--- src/rtl/reg_bank_scoreboard.sv ---
`default_nettype none
// +----------------------------------------------------------------------------+
// | Module      : reg_bank_scoreboard                                          |
// | Description : MIPS 32-entry general-purpose register bank with two         |
// |               combinational read ports, one write-back port and a          |
// |               per-register pending-write scoreboard with a registered      |
// |               count of pending destinations. Register 0 reads as zero.     |
// |               Optional same-cycle write-to-read forwarding is enabled by   |
// |               defining REG_BANK_BYPASS_EN.                                 |
// | Revision    : 1.0 - initial release                                        |
// +----------------------------------------------------------------------------+
module reg_bank_scoreboard #(
  parameter int DATA_W   = 32,
  parameter int SP_IDX   = 29,
  parameter int SP_RESET = 227
) (
  input  logic              clk,
  input  logic              reset,
  input  logic              wr_en,
  input  logic [4:0]        wr_addr,
  input  logic [DATA_W-1:0] wr_data,
  input  logic              issue_en,
  input  logic [4:0]        issue_addr,
  input  logic [4:0]        rd_addr_a,
  output logic [DATA_W-1:0] rd_data_a,
  input  logic [4:0]        rd_addr_b,
  output logic [DATA_W-1:0] rd_data_b,
  output logic              busy_a,
  output logic              busy_b,
  output logic [5:0]        pend_cnt
);

  logic [DATA_W-1:0] r_regs [32];
  logic [31:0]       r_pend;
  logic [5:0]        r_pend_cnt;
  logic [31:0]       w_pend_nxt;
  logic [5:0]        w_pend_cnt_nxt;
  logic              w_wr_ok;
  logic              w_issue_ok;

  // Writes and issues to register 0 are discarded.
  assign w_wr_ok    = wr_en && (wr_addr != 5'd0);
  assign w_issue_ok = issue_en && (issue_addr != 5'd0);

  // Next pending vector: write-back clears, issue sets; issue is applied last
  // so it wins when both target the same register on one edge.
  always_comb begin
    w_pend_nxt = r_pend;
    if (w_wr_ok) begin
      w_pend_nxt[wr_addr] = 1'b0;
    end
    if (w_issue_ok) begin
      w_pend_nxt[issue_addr] = 1'b1;
    end
  end

  // Population count of the next pending vector, so the registered count
  // always tracks the registered vector exactly.
  always_comb begin
    w_pend_cnt_nxt = 6'd0;
    for (int i = 0; i < 32; i++) begin
      w_pend_cnt_nxt = w_pend_cnt_nxt + {5'd0, w_pend_nxt[i]};
    end
  end

  // Register file storage; register 0 is only ever loaded by reset.
  always_ff @(posedge clk or negedge reset) begin
    if (!reset) begin
      for (int i = 0; i < 32; i++) begin
        r_regs[i] <= (i == SP_IDX) ? DATA_W'(SP_RESET) : '0;
      end
    end else if (w_wr_ok) begin
      r_regs[wr_addr] <= wr_data;
    end
  end

  // Scoreboard vector and its count update together on the same edge.
  always_ff @(posedge clk or negedge reset) begin
    if (!reset) begin
      r_pend     <= 32'd0;
      r_pend_cnt <= 6'd0;
    end else begin
      r_pend     <= w_pend_nxt;
      r_pend_cnt <= w_pend_cnt_nxt;
    end
  end

  assign pend_cnt = r_pend_cnt;

`ifdef REG_BANK_BYPASS_EN
  logic w_fwd_a;
  logic w_fwd_b;

  assign w_fwd_a = w_wr_ok && (rd_addr_a == wr_addr);
  assign w_fwd_b = w_wr_ok && (rd_addr_b == wr_addr);

  // Read ports forward the in-flight write-back data; a forwarded operand is
  // no longer waiting, so its busy flag is suppressed.
  always_comb begin
    rd_data_a = w_fwd_a ? wr_data : r_regs[rd_addr_a];
    rd_data_b = w_fwd_b ? wr_data : r_regs[rd_addr_b];
    busy_a    = r_pend[rd_addr_a] && !w_fwd_a;
    busy_b    = r_pend[rd_addr_b] && !w_fwd_b;
  end
`else
  // Read ports return stored contents; busy follows the pending bit.
  always_comb begin
    rd_data_a = r_regs[rd_addr_a];
    rd_data_b = r_regs[rd_addr_b];
    busy_a    = r_pend[rd_addr_a];
    busy_b    = r_pend[rd_addr_b];
  end
`endif

endmodule
`default_nettype wire

--- config.mk ---
export PLATFORM = sky130hd
export DESIGN_NAME = reg_bank_scoreboard
export DESIGN_NICKNAME = d
export VERILOG_FILES = /design/src/rtl/reg_bank_scoreboard.sv
export SDC_FILE = /design/constraint.sdc
export NUM_CORES = 2
export LEC_CHECK = 0
export ABC_CLOCK_PERIOD_IN_PS = 6400
export BUFFER_PORTS_ARGS = -buffer_cell sky130_fd_sc_hd__buf_2
export CAP_MARGIN = 25
export CORE_MARGIN = 8
export CORE_UTILIZATION = 60
export CTS_CLUSTER_DIAMETER = 80
export DETAILED_ROUTE_END_ITERATION = 12
export PLACE_DENSITY = 0.86
export SLEW_MARGIN = 25
export SYNTH_ARGS = -nofsm -noshare
export SYNTH_HDL_FRONTEND = slang
export SYNTH_SLANG_ARGS = --single-unit
--- constraint.sdc ---
create_clock -name clk -period 6.4 [get_ports clk]
set_input_delay 0.32 -clock clk [delete_from_list [all_inputs] [get_ports clk]]
set_output_delay 0.32 -clock clk [all_outputs]
set_load 0.01 [all_outputs]
Yosys cells after proc, flatten, opt, wreduce, memory -nomap -nowiden
Index checks and enable logic that the tools add are counted.
Word-level totals
  register bits after elaboration: 1062
  output and inout port bits: 72
  logic and storage cells: 107
Cells by class
  $add $sub $neg: 31
  magnitude comparators: 10
  muxes and demuxes: 19
  bitwise gates (word level): 6
  reductions and logical operators: 7
Operators with widths (number)
  $bwmux 1024: 1
  $bmux 32 s5: 2
  $mux 32: 7
  $demux 32 s5: 1
  $add 6x1->6: 26
  $and 32x32->32: 1
  $not 32->32: 1
  $or 32x32->32: 1
  $lt 5x6->1 const B: 4
  $ge 6x6->1 const B: 3
  $not 5->6: 3
  $bmux 1 s5: 2
  $demux 1 s5: 2
  $ge 5x1->1 const B: 2
  $reduce_bool 5->1: 2
  $add 5x1->6: 1
  $lt 6x1->1 const B: 1
  $add 4x1->5: 1
  $logic_and 1x1->1: 5
  $add 3x1->4: 1
  $mux 1: 4
  $add 2x1->3: 1
  $add 1x1->2: 1

Longest topological paths before layout
  word-level depth: 40
  depth in mapped cells: 22
  depth with buffers taken out: 21

Worst setup path after synthesis
Ideal clock, no wire load.
  kind: in2reg
  from: input wr_addr[4]
  to: register r_pend_cnt[4], in the netlist pend_cnt[4]
  library setup time: 0.123 ns
  arrival time: 5.396 ns
  required time: 6.277 ns
  path slack: 0.881 ns
  stages: 22
  path buffers: 2
  cell sequence: buf_2 -> nor3b_2 -> nand2_1 -> buf_2 -> a22o_1 -> fa_1 -> inv_1 -> fa_1 -> inv_1 -> fa_1 -> fa_1 -> inv_1 -> fa_1 -> fa_1 -> inv_1 -> ha_1 -> inv_1 -> fa_1 -> inv_1 -> a21o_1 -> a21oi_1 -> xnor2_1
On the way
  elaborated cells on any way between the ends: 43
RTL lines
  from (decl): RTL line 20  | input logic [4:0] wr_addr,
  $lt 5x6->1 (implied by the code) or $ge 5x1->1 (tied branches): RTL line 50  | w_pend_nxt[wr_addr] = 1'b0;
  $logic_and 1x1->1 (implied by the code): RTL line 50
  $mux 1 (implied by the code): RTL line 50
  $demux 1 s5: RTL line 50
  $not 32->32 (no source line)
  $and 32x32->32 (no source line)
  $mux 32 *: RTL line 49  | if (w_wr_ok) begin
  $or 32x32->32 (no source line)
  $mux 32 *: RTL line 52  | if (w_issue_ok) begin
  net w_pend_nxt[17]: RTL line 36  | logic [31:0] w_pend_nxt;
  $add 6x1->6 * (15 in series): RTL line 62  | w_pend_cnt_nxt = w_pend_cnt_nxt + {5'd0, w_pend_nxt[i]};
  net w_pend_cnt_nxt[4]: RTL line 37  | logic [5:0] w_pend_cnt_nxt;
  to (signal assigned): RTL line 84  | r_pend_cnt <= w_pend_cnt_nxt;
  to (decl): RTL line 35  | logic [5:0] r_pend_cnt;
Mark *: on every way through the listed nets, which the timed path passes. The rest lies on a longest branch.
A chain may end at the register's enable or synchronous reset.

Final worst setup path
  from: input wr_addr[1]
  to: register r_pend_cnt[4], in the netlist pend_cnt[4]
On the way
  elaborated cells on any way between the ends: 43
RTL lines (RTL line)
  $lt 5x6->1 (implied by the code) or $ge 5x1->1 (tied branches): 50
  $logic_and 1x1->1 (implied by the code): 50
  $mux 1 (implied by the code): 50
  $demux 1 s5: 50
  $not 32->32 (no source line)
  $and 32x32->32 (no source line)
  $mux 32 *: 49
  $or 32x32->32 (no source line)
  $mux 32 *: 52
  net w_pend_nxt[21]: 36
  $add 6x1->6 * (11 in series): 62
  net w_pend_cnt_nxt[4]: 37
Marks and branches as above.

==> results.ini <==
[worst_setup_path]
cp_max_fo=7
cp-end-kind=register
crit_arrival_ns=5.60
cp.required_ns=6.98
startpoint_type=input pin
worstSetupPathType=in2reg

[drt]
drc_errors=0
via_per_inst=6.94
drt_wl_total_mm=175
antenna_left=0
wl_per_cell_um=28.8
drt_iter0_markers=5215
first_pass_iters=8
vias=42100

[synth]
synth.top_cell.area_share=0.454
synth_nets=4964
synth_seq_area_share=0.457
netlist_instances=4877
syn_area_per_cell_sq_um=11.9
yosys-top-cells-area=dfrtp_1 45%, mux2_2 18%, mux2i_1 18%
ys_warn_count=0
ys_ff_latch=1062
synthFlopType=dfrtp_1
synth_edf_count=0
yosysTopAreaCell=dfrtp_1
netlist_area_sq_um=58200
ys_types=40
async_flop_share=1.00

[timing]
timing.fmax_ghz=0.199
finalSetupViolations=0
grt_setup_unrepaired=no
worst_slew_pin_slew_ns=1.06
final_max_slew_viol_count=0
period_needed_ns=5.03
hold_viol_final=0
finalSetupTns_ns=0
finalCritPeriodShare=0.786
setup_ws_ns=1.37
relSlewSlack=0.291
skew_ns=0.0150

[pwr]
seqPwrFrac=0.422
p_per_area_nw_per_um2=341
p_leak_nw=30.1
p_comb_frac=0.276
ir_drop_mv=0.637
p_clk_frac=0.302
power.net_switching_mw=6.70
p_int_mw=14.8
sw_frac_of_total=0.311

[floorplan]
die_height_um=327
io_pins=128
die_w_um=327
fp.dieArea_sq_um=107000
start_util=0.604
num_rows=114
core_region_area_sq_um=96400

[global_route]
busiest_layer=met2
gr-usage-met2=0.508
grt.met3_usage=0.0778
overflow=0
grt_pass1_vias=43500
grt_max_degree=191
use_met1=0.401
grt_pass1_wl_mm=264
antenna_found_initial=12
grt_usage=0.317

[placement]
pre_cts_ws_ns=0.683
gp_congestion=0.844
io_buffers=127
post-dp-hpwl_mm=91.1

[layout]
nFillCells=6912
layout.nets=4793
mostFrequentLayoutCell=dfrtp_1
area_growth_syn_to_layout_pct=8.44
mostFrequentLayoutCells=1057 x dfrtp_1, 1054 x mux2i_1, 946 x mux2_2
layout-drive-gt1-share=0.291

[clock_network]
cts_resized=0
cts.sinks=1062
cts.path.max_buffers=3
cts_tree=done
cts-hold-fix-buffers=1
post_cts_buffers=0
cts_root_buf=clkbuf_16
path_clk_slew_ns=0.06
htreeDepth=3
cts_buffers=107
clock_latency_ns=0.70

[hold_path]
hp-class=in2reg

[outcome]
status=complete, no violations

[job]
cap_viol_max_count=0

[synthesized netlist by cell type (3+ instances only)]
master,number
nor3_1,66
a22oi_1,205
nor3b_1,5
a22o_1,144
clkbuf_1,255
buf_4,27
buf_2,190
nor2_1,11
mux2i_1,1054
a21oi_1,202
a31oi_1,66
nand3b_1,3
nor2b_1,5
dfrtp_1,1057
nand3_1,202
or2_1,3
xnor2_1,3
inv_1,39
nor3b_2,3
buf_1,24
nand2b_1,4
dfstp_2,5
and3_1,4
o21ai_0,16
and3b_1,3
fa_1,24
nor2_2,12
ha_1,7
mux2_2,946
or2_2,3
nand2_1,232
mux2_1,46
[through the flow]
step	utilization	power [mW]	std cells	hold WS (ns)	area (sq um)
after detailed placement	0.616	15.0	5870	0.376	59400
final	0.655	21.5	6074	0.0772	63100
after global placement	0.616	14.7	5868	0.366	59400
after CTS	0.654	21.5	6069	0.0467	63100
after global routing	0.655	22.6	6073	0.0832	63100
after floorplan	-	13.4	4877	0.0244	58200
[sequential cells by signal (all words and copies together) (netlist names)]
signal	cells
pend_cnt	6
r_pend	32
r_regs	1024
[layout make-up]
cell class / instances / area, sq um / share of cell area
clock inverters: 41 / 470 / 0.00745
well taps: 1276 / 1600 / 0.0253
diodes: 3 / 7.51 / 0.000119
flip-flops and latches: 1062 / 26600 / 0.421
multi-input cells: 3280 / 29500 / 0.467
clock buffers: 157 / 3170 / 0.0502
inverters: 39 / 146 / 0.00232
repair buffers: 216 / 1680 / 0.0265
[final timing paths]
check | from | to | slack (ns) | cells after the start
setup / recovery | wr_addr[1] | pend_cnt[4] | 1.37 | 21
hold / removal | issue_en | r_pend[29] | 0.08 | 3
setup reg to reg | r_pend[21] | pend_cnt[4] | 1.38 | 19
hold reg to reg | r_pend[0] | r_pend[0] | 0.39 | 0
max in group asynchronous | reset | r_regs[64] | 4.60 | 4
min in group asynchronous | reset | r_regs[513] | 0.22 | 2
[worst max-delay path: stages]
cell and delay, ns:
buf_2 0.13, nand3b_1 0.44, o21ai_0 0.30, o21ai_0 0.19, fa_1 0.56, inv_1 0.06
fa_1 0.48, inv_1 0.05, fa_1 0.46, fa_1 0.57, inv_1 0.05, fa_1 0.49
fa_1 0.41, inv_1 0.07, ha_1 0.16, inv_1 0.06, fa_1 0.45, inv_1 0.07
a21o_1 0.10, a21oi_1 0.07, xnor2_1 0.12
[routing by layer]
metal | up-vias | share of wire
met5 | - | 0.000069
met4 | 2 | 0.053
li1 | 17500 | -
met2 | 2440 | 0.46
met1 | 21500 | 0.38
met3 | 653 | 0.10
[power by group through the flow]
| stage | registers (mW) | logic [mW] | clock network [mW] |
|---|---|---|---|
| final | 9.09 | 5.93 | 6.51 |
| after global routing | 9.22 | 6.59 | 6.81 |
| after CTS | 9.03 | 5.96 | 6.54 |
| after detailed placement | 9.14 | 5.88 | 0 |
| after global placement | 8.99 | 5.67 | 0 |
| after floorplan | 8.86 | 4.53 | 0 |
[kinds of logic after synthesis]
group	synth area share
XOR/XNOR	0.000451
adder cells (fa/ha/maj)	0.00976
flip-flops	0.457
buffers and inverters	0.0403
AND/OR/NAND/NOR	0.0449
AO/OA/AOI/OAI	0.0747
multiplexers	0.373
(Power assumes the default switching activity.)
